===== src/rtl/seq_tx.sv =====
// Serial bit-stream transmitter: shifts a latched pattern out MSB-first on `a`,
// replaying it in_rep+1 times with GAP_CYCLES idle cycles between passes.
module seq_tx #(
    parameter int   WIDTH      = 8,
    parameter int   GAP_CYCLES = 2,
    parameter logic IDLE_BIT   = 1'b0
) (
    input  logic                       clk,
    input  logic                       rst,
    input  logic                       in_valid,
    output logic                       in_ready,
    input  logic [WIDTH-1:0]           in_data,
    input  logic [$clog2(WIDTH+1)-1:0] in_len,
    input  logic [3:0]                 in_rep,
    input  logic                       abort,
    output logic                       a,
    output logic                       a_valid,
    output logic                       busy,
    output logic                       done
);
    localparam int LW = $clog2(WIDTH+1);
    localparam int GW = (GAP_CYCLES > 1) ? $clog2(GAP_CYCLES) : 1;

    typedef enum logic [1:0] {IDLE, SHIFT, GAP} state_t;

    typedef struct packed {
        logic [WIDTH-1:0] pat;   // pattern left-aligned so bit len-1 sits at the MSB
        logic [LW-1:0]    len;
    } req_t;

    state_t           state, state_n;
    req_t             req, req_n;
    logic [WIDTH-1:0] shreg, shreg_n;
    logic [LW-1:0]    bleft, bleft_n;
    logic [3:0]       rep_left, rep_n;
    logic [GW-1:0]    gcnt, gcnt_n;
    logic             a_n, av_n, busy_n, done_n;
    logic [LW-1:0]    len_eff;
    logic [WIDTH-1:0] aligned;

    assign in_ready = (state == IDLE) && !abort;
    assign len_eff  = (in_len == '0 || in_len > LW'(WIDTH)) ? LW'(WIDTH) : in_len;
    assign aligned  = in_data << (LW'(WIDTH) - len_eff);

    always_ff @(posedge clk or posedge rst) begin
        if (rst) begin
            state    <= IDLE;
            req      <= '0;
            shreg    <= '0;
            bleft    <= '0;
            rep_left <= '0;
            gcnt     <= '0;
            a        <= IDLE_BIT;
            a_valid  <= 1'b0;
            busy     <= 1'b0;
            done     <= 1'b0;
        end else begin
            state    <= state_n;
            req      <= req_n;
            shreg    <= shreg_n;
            bleft    <= bleft_n;
            rep_left <= rep_n;
            gcnt     <= gcnt_n;
            a        <= a_n;
            a_valid  <= av_n;
            busy     <= busy_n;
            done     <= done_n;
        end
    end

    always_comb begin
        state_n = state;
        req_n   = req;
        shreg_n = shreg;
        bleft_n = bleft;
        rep_n   = rep_left;
        gcnt_n  = gcnt;
        if (abort) begin
            state_n = IDLE;
        end else begin
            case (state)
                IDLE: if (in_valid) begin
                    state_n   = SHIFT;
                    req_n.pat = aligned;
                    req_n.len = len_eff;
                    shreg_n   = aligned;
                    bleft_n   = len_eff - 1'b1;
                    rep_n     = in_rep;
                end
                SHIFT: begin
                    if (bleft != '0) begin
                        shreg_n = shreg << 1;
                        bleft_n = bleft - 1'b1;
                    end else if (rep_left != '0) begin
                        rep_n = rep_left - 1'b1;
                        if (GAP_CYCLES > 0) begin
                            state_n = GAP;
                            gcnt_n  = GW'(GAP_CYCLES - 1);
                        end else begin
                            // no gap: next pass starts without a bubble
                            shreg_n = req.pat;
                            bleft_n = req.len - 1'b1;
                        end
                    end else begin
                        state_n = IDLE;
                    end
                end
                GAP: begin
                    if (gcnt == '0) begin
                        state_n = SHIFT;
                        shreg_n = req.pat;
                        bleft_n = req.len - 1'b1;
                    end else begin
                        gcnt_n = gcnt - 1'b1;
                    end
                end
                default: state_n = IDLE;
            endcase
        end
    end

    // outputs are registered: derive next-cycle values from the next state
    always_comb begin
        av_n   = (state_n == SHIFT);
        busy_n = (state_n != IDLE);
        a_n    = av_n ? shreg_n[WIDTH-1] : IDLE_BIT;
        done_n = !abort && (state == SHIFT) && (state_n == IDLE);
    end
endmodule


===== config.mk =====
export PLATFORM = sky130hd
export DESIGN_NAME = seq_tx
export DESIGN_NICKNAME = d
export VERILOG_FILES = /design/src/rtl/seq_tx.sv
export SDC_FILE = /design/constraint.sdc
export NUM_CORES = 1
export LEC_CHECK = 0
export CORE_MARGIN = 10
export CORE_UTILIZATION = 60
export CTS_BUF_LIST = sky130_fd_sc_hd__clkbuf_4
export DETAILED_ROUTE_END_ITERATION = 6
export PLACE_DENSITY = 0.85
export SETUP_SLACK_MARGIN = 0.15
export SLEW_MARGIN = 20
export SYNTH_ARGS = -nofsm -noshare
export SYNTH_HDL_FRONTEND = slang
export SYNTH_SLANG_ARGS = --single-unit

===== constraint.sdc =====
create_clock -name clk -period 6.4 [get_ports clk]
set_input_delay 0.96 -clock clk [delete_from_list [all_inputs] [get_ports clk]]
set_output_delay 0.96 -clock clk [all_outputs]
set_load 0.05 [all_outputs]

==> impl_results.md, run 1 <==
- Status: complete, no violations
- Switch share: 0.342
- Register area share after synthesis: 0.431
- Die ar.: 0.00611 mm2
- RePlAce Congestion: 0.818
- Post-Syn Area: 0.00203 mm2
- Reg2Reg Launch Point: state[1]
- Pre-Repair DR Iteration Count: 4
- Pins over their slew limit: 0
- Post-CTS Setup Repair Bufs: 0
- CTS tree: built
- Synthesized flop and latch total: 35
- N_diodes: 0
- Grt ovf: 0
- Layout cells sized above 1: 0.0855
- Final antenna-violating net count: 0
- Worst reg2reg path depth: 7
- Syn Nets: around 240
- P per Cell Area: about 260 mW/mm2
- Clk pwr share: 0.197
- H-tree levels: 2
- Final min period: 3.44 ns
- VDD IR max: 0.139 mV
- 1st-iter DRT viols: between 200 and 300
- Hold_buf cts: 0
- Setup TNS: 0 ns
- Via density: approximately 6.1
- Die Wd: 78.2 um
- Dpl hpwl: about 3300 um
- P_sw: approximately 0.21 mW
- WL/cell: 15.7 um
- Port Buf Inserts: 24
- Crit-path max cell delay: around 0.8 ns
- Largest net degree at the start of global routing: 36
- Unrepaired setup endpoints after global routing: false
- Path type of the worst setup path: primary input to output port
- Crit path required time: 5.44 ns
- Top cell type's share of synthesized area: 0.431
- Max-Cap Viols: 0
- Min-Delay Startpoint: req[3]
- Nets: 260
- Slew HR: 0.523
- FP Rows: 21
- Fill cell count: 262
- Clk slew on worst S/H paths: 0.10 ns
- Asr flop ratio synth: 1.00
- Leakage: 0.963 nW
- Total global-route track usage: 0.149
- Die height: approximately 80 um
- CTS buffer count: 5
- Remaining DRCs: 0
- Area growth, synth to finish: 16.9%
- Post-cts resize count: 0
- Bufs and invs on worst path: 2
- EDFF count, synth: 0
- Worst hold path cell count: 2
- Clk buf depth: 2
- Crit-path cells: clkdlybuf4s50_1 -> nor2b_1 -> clkdlybuf4s50_1
- Initial antenna violation count: 0
- Reg2reg end: rep_left[3]
- Clk_lat worst skew: between 0.3 and 0.4 ns
- Synth Instances: between 200 and 250
- Crit path launch type: primary input
- CP Max Fanout: 7
- Most frequent cells in the layout: 35 x dfrtp_1, 24 x clkdlybuf4s50_1, 23 x nand2_1, 14 x nor2_1, 13 x inv_1
- Peak Freq: 0.290 GHz
- Hold Slack: about 0.5 ns
- Yosys warns: 0
- R2R Setup Slk: 3.83 ns
- Crit path top cell by count: clkdlybuf4s50_1
- Combinational power share: 0.307
- Worst Hold Path EP: req[3]
- Vias in the first global route: 1648
- Setup violations, final: 0
- Syn avg cell area: 9.76 um2
- Leading cell type in the layout, fill and taps excluded: dfrtp_1
- CP top delay family: buffers and inverters
- Initial Utilization: 0.613
- Routed via count: 1717
- Area occupied by multi-input gates: 0.00108 mm2
- Cell variety after synth: between 40 and 50
- Final Hold Vio Count: 0
- P_int: 0.410 mW
- CP endpoint kind: output port
- Root Buffer: clkbuf_4
- Worst slew pin tran: 0.716 ns
- Top FF cell, synth: dfrtp_1
- WL final: 4380 um
- Hold WC Path Type: flip-flop to flip-flop
- Data arrival, critical path: 2.48 ns
- Core footprint: 0.00331 mm2
- Clock Sinks: 35
- Slowest stage cell on the critical path: clkdlybuf4s50_1
- Final Skew: 0.00802 ns
- Fin crit share: 0.538
- Sequential share of power: 0.497
- First-pass GRT wire length: 7630 um
- Synth area leaders: dfrtp_1 43%, mux4_2 4.4%, ha_1 4.3%
- Reg area: 876 um2
- Largest area contributor in the netlist: dfrtp_1
- # IOs: 25
cell usage after synthesis (all sizes together) (3+ instances only):
cell	count
inv	13
nor2b	7
dfrtp	35
o22a	3
ha	7
nor3	3
nand3	9
a22oi	5
o21ai	12
nand3b	4
a22o	4
nand2	23
nand2b	4
mux4	4
buf	4
a221oi	3
nor2	14
clkbuf	4
mux2i	5
a21oi	12
nor3b	4
logic make-up (layout without fill, tap and decap cells):
group | count (synthesis) | after routing | share of synthesized area
AO/OA/AOI/OAI | 57 | 57 | 0.205
XOR/XNOR | 3 | 3 | 0.0129
adder cells (fa/ha/maj) | 7 | 7 | 0.0431
buffers and inverters | 21 | 47 | 0.0450
flip-flops | 35 | 35 | 0.431
multiplexers | 9 | 9 | 0.0690
AND/OR/NAND/NOR | 76 | 76 | 0.194
worst register-to-register path: stages (launching register included):
cell and delay (ns):
dfrtp_1 0.44, inv_1 0.08, ha_1 0.44, o41a_1 0.37, a311oi_2 0.36, nor3b_4 0.44, mux2i_1 0.25, nand3_1 0.08
per-stage QoR:
stage / power (mW) / utilization / std cells / worst slack (ns) / instance area, um2
floorplan: 0.447 / - / 208 / 3.59 / 2030
CTS: 0.624 / 0.714 / 279 / 2.95 / 2360
global placement: 0.496 / 0.697 / 271 / 2.84 / 2310
finish: 0.624 / 0.717 / 280 / 2.96 / 2370
global route: 0.669 / 0.717 / 280 / 2.91 / 2370
detailed placement: 0.503 / 0.697 / 271 / 2.73 / 2310
area by class of cell:
type / instances / area share
Sequential cell: 35 / 0.369
Multi-Input combinational cell: 152 / 0.453
Clock inverter: 1 / 0.00211
Clock buffer: 7 / 0.0221
Inverter: 13 / 0.0205
Timing Repair Buffer: 26 / 0.109
Tap cell: 46 / 0.0242
power groups by stage:
stage / Combinational (mW) / Clock, mW / Sequential, mW
after floorplan: 0.135 / 0 / 0.312
after global placement: 0.185 / 0 / 0.311
after detailed placement: 0.190 / 0 / 0.313
after CTS: 0.191 / 0.124 / 0.308
after global routing: 0.215 / 0.137 / 0.316
final: 0.191 / 0.123 / 0.310
registers in the layout (all words and copies together) (netlist names):
name / count
state: 2
done: 1
busy: 1
bleft: 4
rep_left: 4
shreg: 8
a: 1
a_valid: 1
req: 12
gcnt: 1
layer usage:
metal,global-route usage,wire [um]
met1,0.191,1970
met2,0.235,2000
met3,0.0387,316
met4,0.0591,99
met5,0,0
how the worst max path moves through the flow:
stage | depth (start not counted) | end | slack [ns] | from
finish | 3 | in_ready | 2.96 | abort
CTS | 3 | in_ready | 2.95 | abort
floorplan | 7 | a | 3.59 | in_len[0]
global route | 8 | a | 2.91 | in_len[0]
detailed placement | 6 | a | 2.73 | abort
global placement | 6 | a | 2.84 | abort
(Power assumes the default switching activity.)
==> inputs of run 2 (changes only) <==
Settings changed: CORE_UTILIZATION 60 to 52, PLACE_DENSITY 0.85 to 0.78.
Clock period 6.4 ns to 2.9 ns, I/O delays scaled along.
==> run 2 against run 1 <==
Flip-flop and latch count unchanged. Worst setup slack got worse by 2.4 ns. Critical path depth increased by 5. Critical endpoint is now a. Register-to-register slack got worse by 3.2 ns. Cell count increased by 2.5%. Die area increased by 11%. Global-route usage decreased by 0.61 points. Largest cell class unchanged.
==> impl_results.md, run 2 (synthesized netlist as in run 1, its figures left out) <==
- Data arrival, critical path: 2.54 ns (+0.06 ns)
- Setup TNS: 0 ns (unchanged)
- RePlAce Congestion: 0.883 (+7.9%)
- Peak Freq: 0.431 GHz
- Crit path required time: 3.12 ns (-2.32 ns)
- Most frequent cells in the layout: 35 x dfrtp_1, 23 x nand2_1, 23 x clkdlybuf4s50_1, 14 x nor2_1, 13 x inv_1
- Worst slew pin tran: 0.687 ns (-0.0288 ns)
- Routed via count: 1671 (-2.7%)
- Die Wd: 82.5 um (+5.5%)
- Crit path launch type: primary input
- Pins over their slew limit: 0 (unchanged)
- Max-Cap Viols: 0 (unchanged)
- Remaining DRCs: 0 (unchanged)
- Area occupied by multi-input gates: 0.00108 mm2 (unchanged)
- H-tree levels: 2 (unchanged)
- Post-CTS Setup Repair Bufs: 0 (unchanged)
- Final Skew: 0.00380 ns (-0.00422 ns)
- Largest net degree at the start of global routing: 36 (unchanged)
- Final Hold Vio Count: 0 (unchanged)
- Setup violations, final: 0 (unchanged)
- Most flops, register: req
- Port Buf Inserts: 24 (unchanged)
- Die ar.: 0.00680 mm2 (+11%)
- Crit-path max cell delay: 0.54 ns (-0.27 ns)
- WL final: 4530 um (+3.3%)
- Reg2Reg Launch Point: bleft[0]
- Crit-path cells: clkdlybuf4s50_1 -> nor2b_1 -> inv_1 -> ha_1 -> xor2_1 -> nor2_1 -> a221oi_1 -> nor3b_1
- CP Depth: 8 (+5)
- Vias in the first global route: 1644 (-0.24%)
- CTS buffer count: 5 (unchanged)
- Via density: 5.82 (-5.1%)
- First-pass GRT wire length: 7710 um (+1.0%)
- Bufs and invs on worst path: 2 (unchanged)
- Area growth, synth to finish: 19.8%
- Largest registers: req: 12 flops, shreg: 8 flops
- Clk buf depth: 2 (unchanged)
- Unrepaired setup endpoints after global routing: false
- FP Rows: 22 (+4.8%)
- 1st-iter DRT viols: 104 (-64%)
- WL/cell: 15.8 um (+0.79%)
- CP top delay family: buffers and inverters
- Slew HR: 0.538 (+0.0150)
- Core footprint: 0.00372 mm2 (+12%)
- Clk slew on worst S/H paths: 0.11 ns (about the same)
- Dpl hpwl: 3390 um (+3.8%)
- Leading cell type in the layout, fill and taps excluded: dfrtp_1
- VDD IR max: 0.336 mV (+140%)
- Leakage: 1.01 nW (+4.4%)
- Status: complete, no violations
- Initial antenna violation count: 0 (unchanged)
- Fin crit share: 0.801
- N_diodes: 0 (unchanged)
- Worst reg2reg path depth: 5 (-2)
- Initial Utilization: 0.546 (-0.0669)
- Clock Sinks: 35 (unchanged)
- Post-layout util: 0.655 (-0.0628)
- Root Buffer: clkbuf_4
- Crit. Startpoint: in_len[1]
- Total global-route track usage: 0.143 (-0.00614)
- Fill cell count: 315 (+20%)
- Die height: 82.5 um (+5.5%)
- Pre-Repair DR Iteration Count: 4 (unchanged)
- CTS tree: built
- Hold_buf cts: 0 (unchanged)
- CP endpoint kind: flip-flop
- Hold WC Path Type: primary input to async pin
- # IOs: 25 (unchanged)
- Clk_lat worst skew: 0.34 ns (about the same)
- Grt ovf: 0 (unchanged)
- CP Max Fanout: 8 (+1)
- Final antenna-violating net count: 0 (unchanged)
- Layout cells sized above 1: 0.100 (+0.0149)
- Max FFs per register: 12 (unchanged)
- Slowest stage cell on the critical path: clkdlybuf4s50_1
- P per Cell Area: 599 mW/mm2 (+130%)
- Post-cts resize count: 0 (unchanged)
- Reg area: 876 um2 (unchanged)
- Path type of the worst setup path: primary input to flip-flop
- Final min period: 2.32 ns
- Nets: 265 (+1.9%)
==> run 2: cell count changes in the layout (fill, tap and decap cells not counted) <==
cell / delta
clkdlybuf4s50_1: -1
buf_4: +6
clkinv_1: +1
dlymetal6s2s_1: +1
bufinv_16: +1
buf_6: -1
clkbuf_4: -2
==> run 2: worst paths after layout <==
| check | to | slack [ns] |
|---|---|---|
| worst max-delay path | a | 0.58 |
| worst min-delay path | shreg[0] | 0.47 |
| worst max register to register | rep_left[3] | 0.61 |
| worst min register to register | req[11] | 0.49 |
| max in group asynchronous | bleft[2] | 2.12 |
| min in group clk | req[11] | 0.49 |
==> run 2: layout make-up <==
type | instances | share of cell area
flip-flops and latches | 35 | 0.360
inverters | 13 | 0.0201
well taps | 48 | 0.0247
clock inverters | 3 | 0.0159
repair buffers | 31 | 0.121
multi-input cells | 152 | 0.442
clock buffers | 5 | 0.0154
==> run 2: per-stage QoR <==
step,setup WS [ns],instance area (um2),power (mW),hold WS [ns],std cells
5_1_grt,0.408,2430,1.55,0.523,287
3_3_place_gp,0.302,2350,1.11,0.466,279
2_1_floorplan,0.618,2030,0.986,0.450,208
4_1_cts,0.232,2430,1.47,0.483,287
3_5_place_dp,0.198,2350,1.12,0.471,279
6_report,0.578,2430,1.46,0.472,287
==> run 2: power breakdown <==
part | switching [mW] | internal (mW) | total, mW
registers | 0.0813 | 0.600 | 0.681
logic | 0.232 | 0.196 | 0.428
clock network | 0.170 | 0.177 | 0.347
total | 0.483 | 0.973 | 1.46
==> run 2: layer usage <==
layer  part of all wire  global-route usage
met1               0.46               0.177
met2               0.48               0.235
met3              0.053              0.0400
met4              0.016              0.0502
met5                  0                   0
==> run 2: worst min-delay path, stage by stage <==
cell             delay, ns
clkdlybuf4s50_1       0.39
inv_1                 0.05
buf_4                 0.37
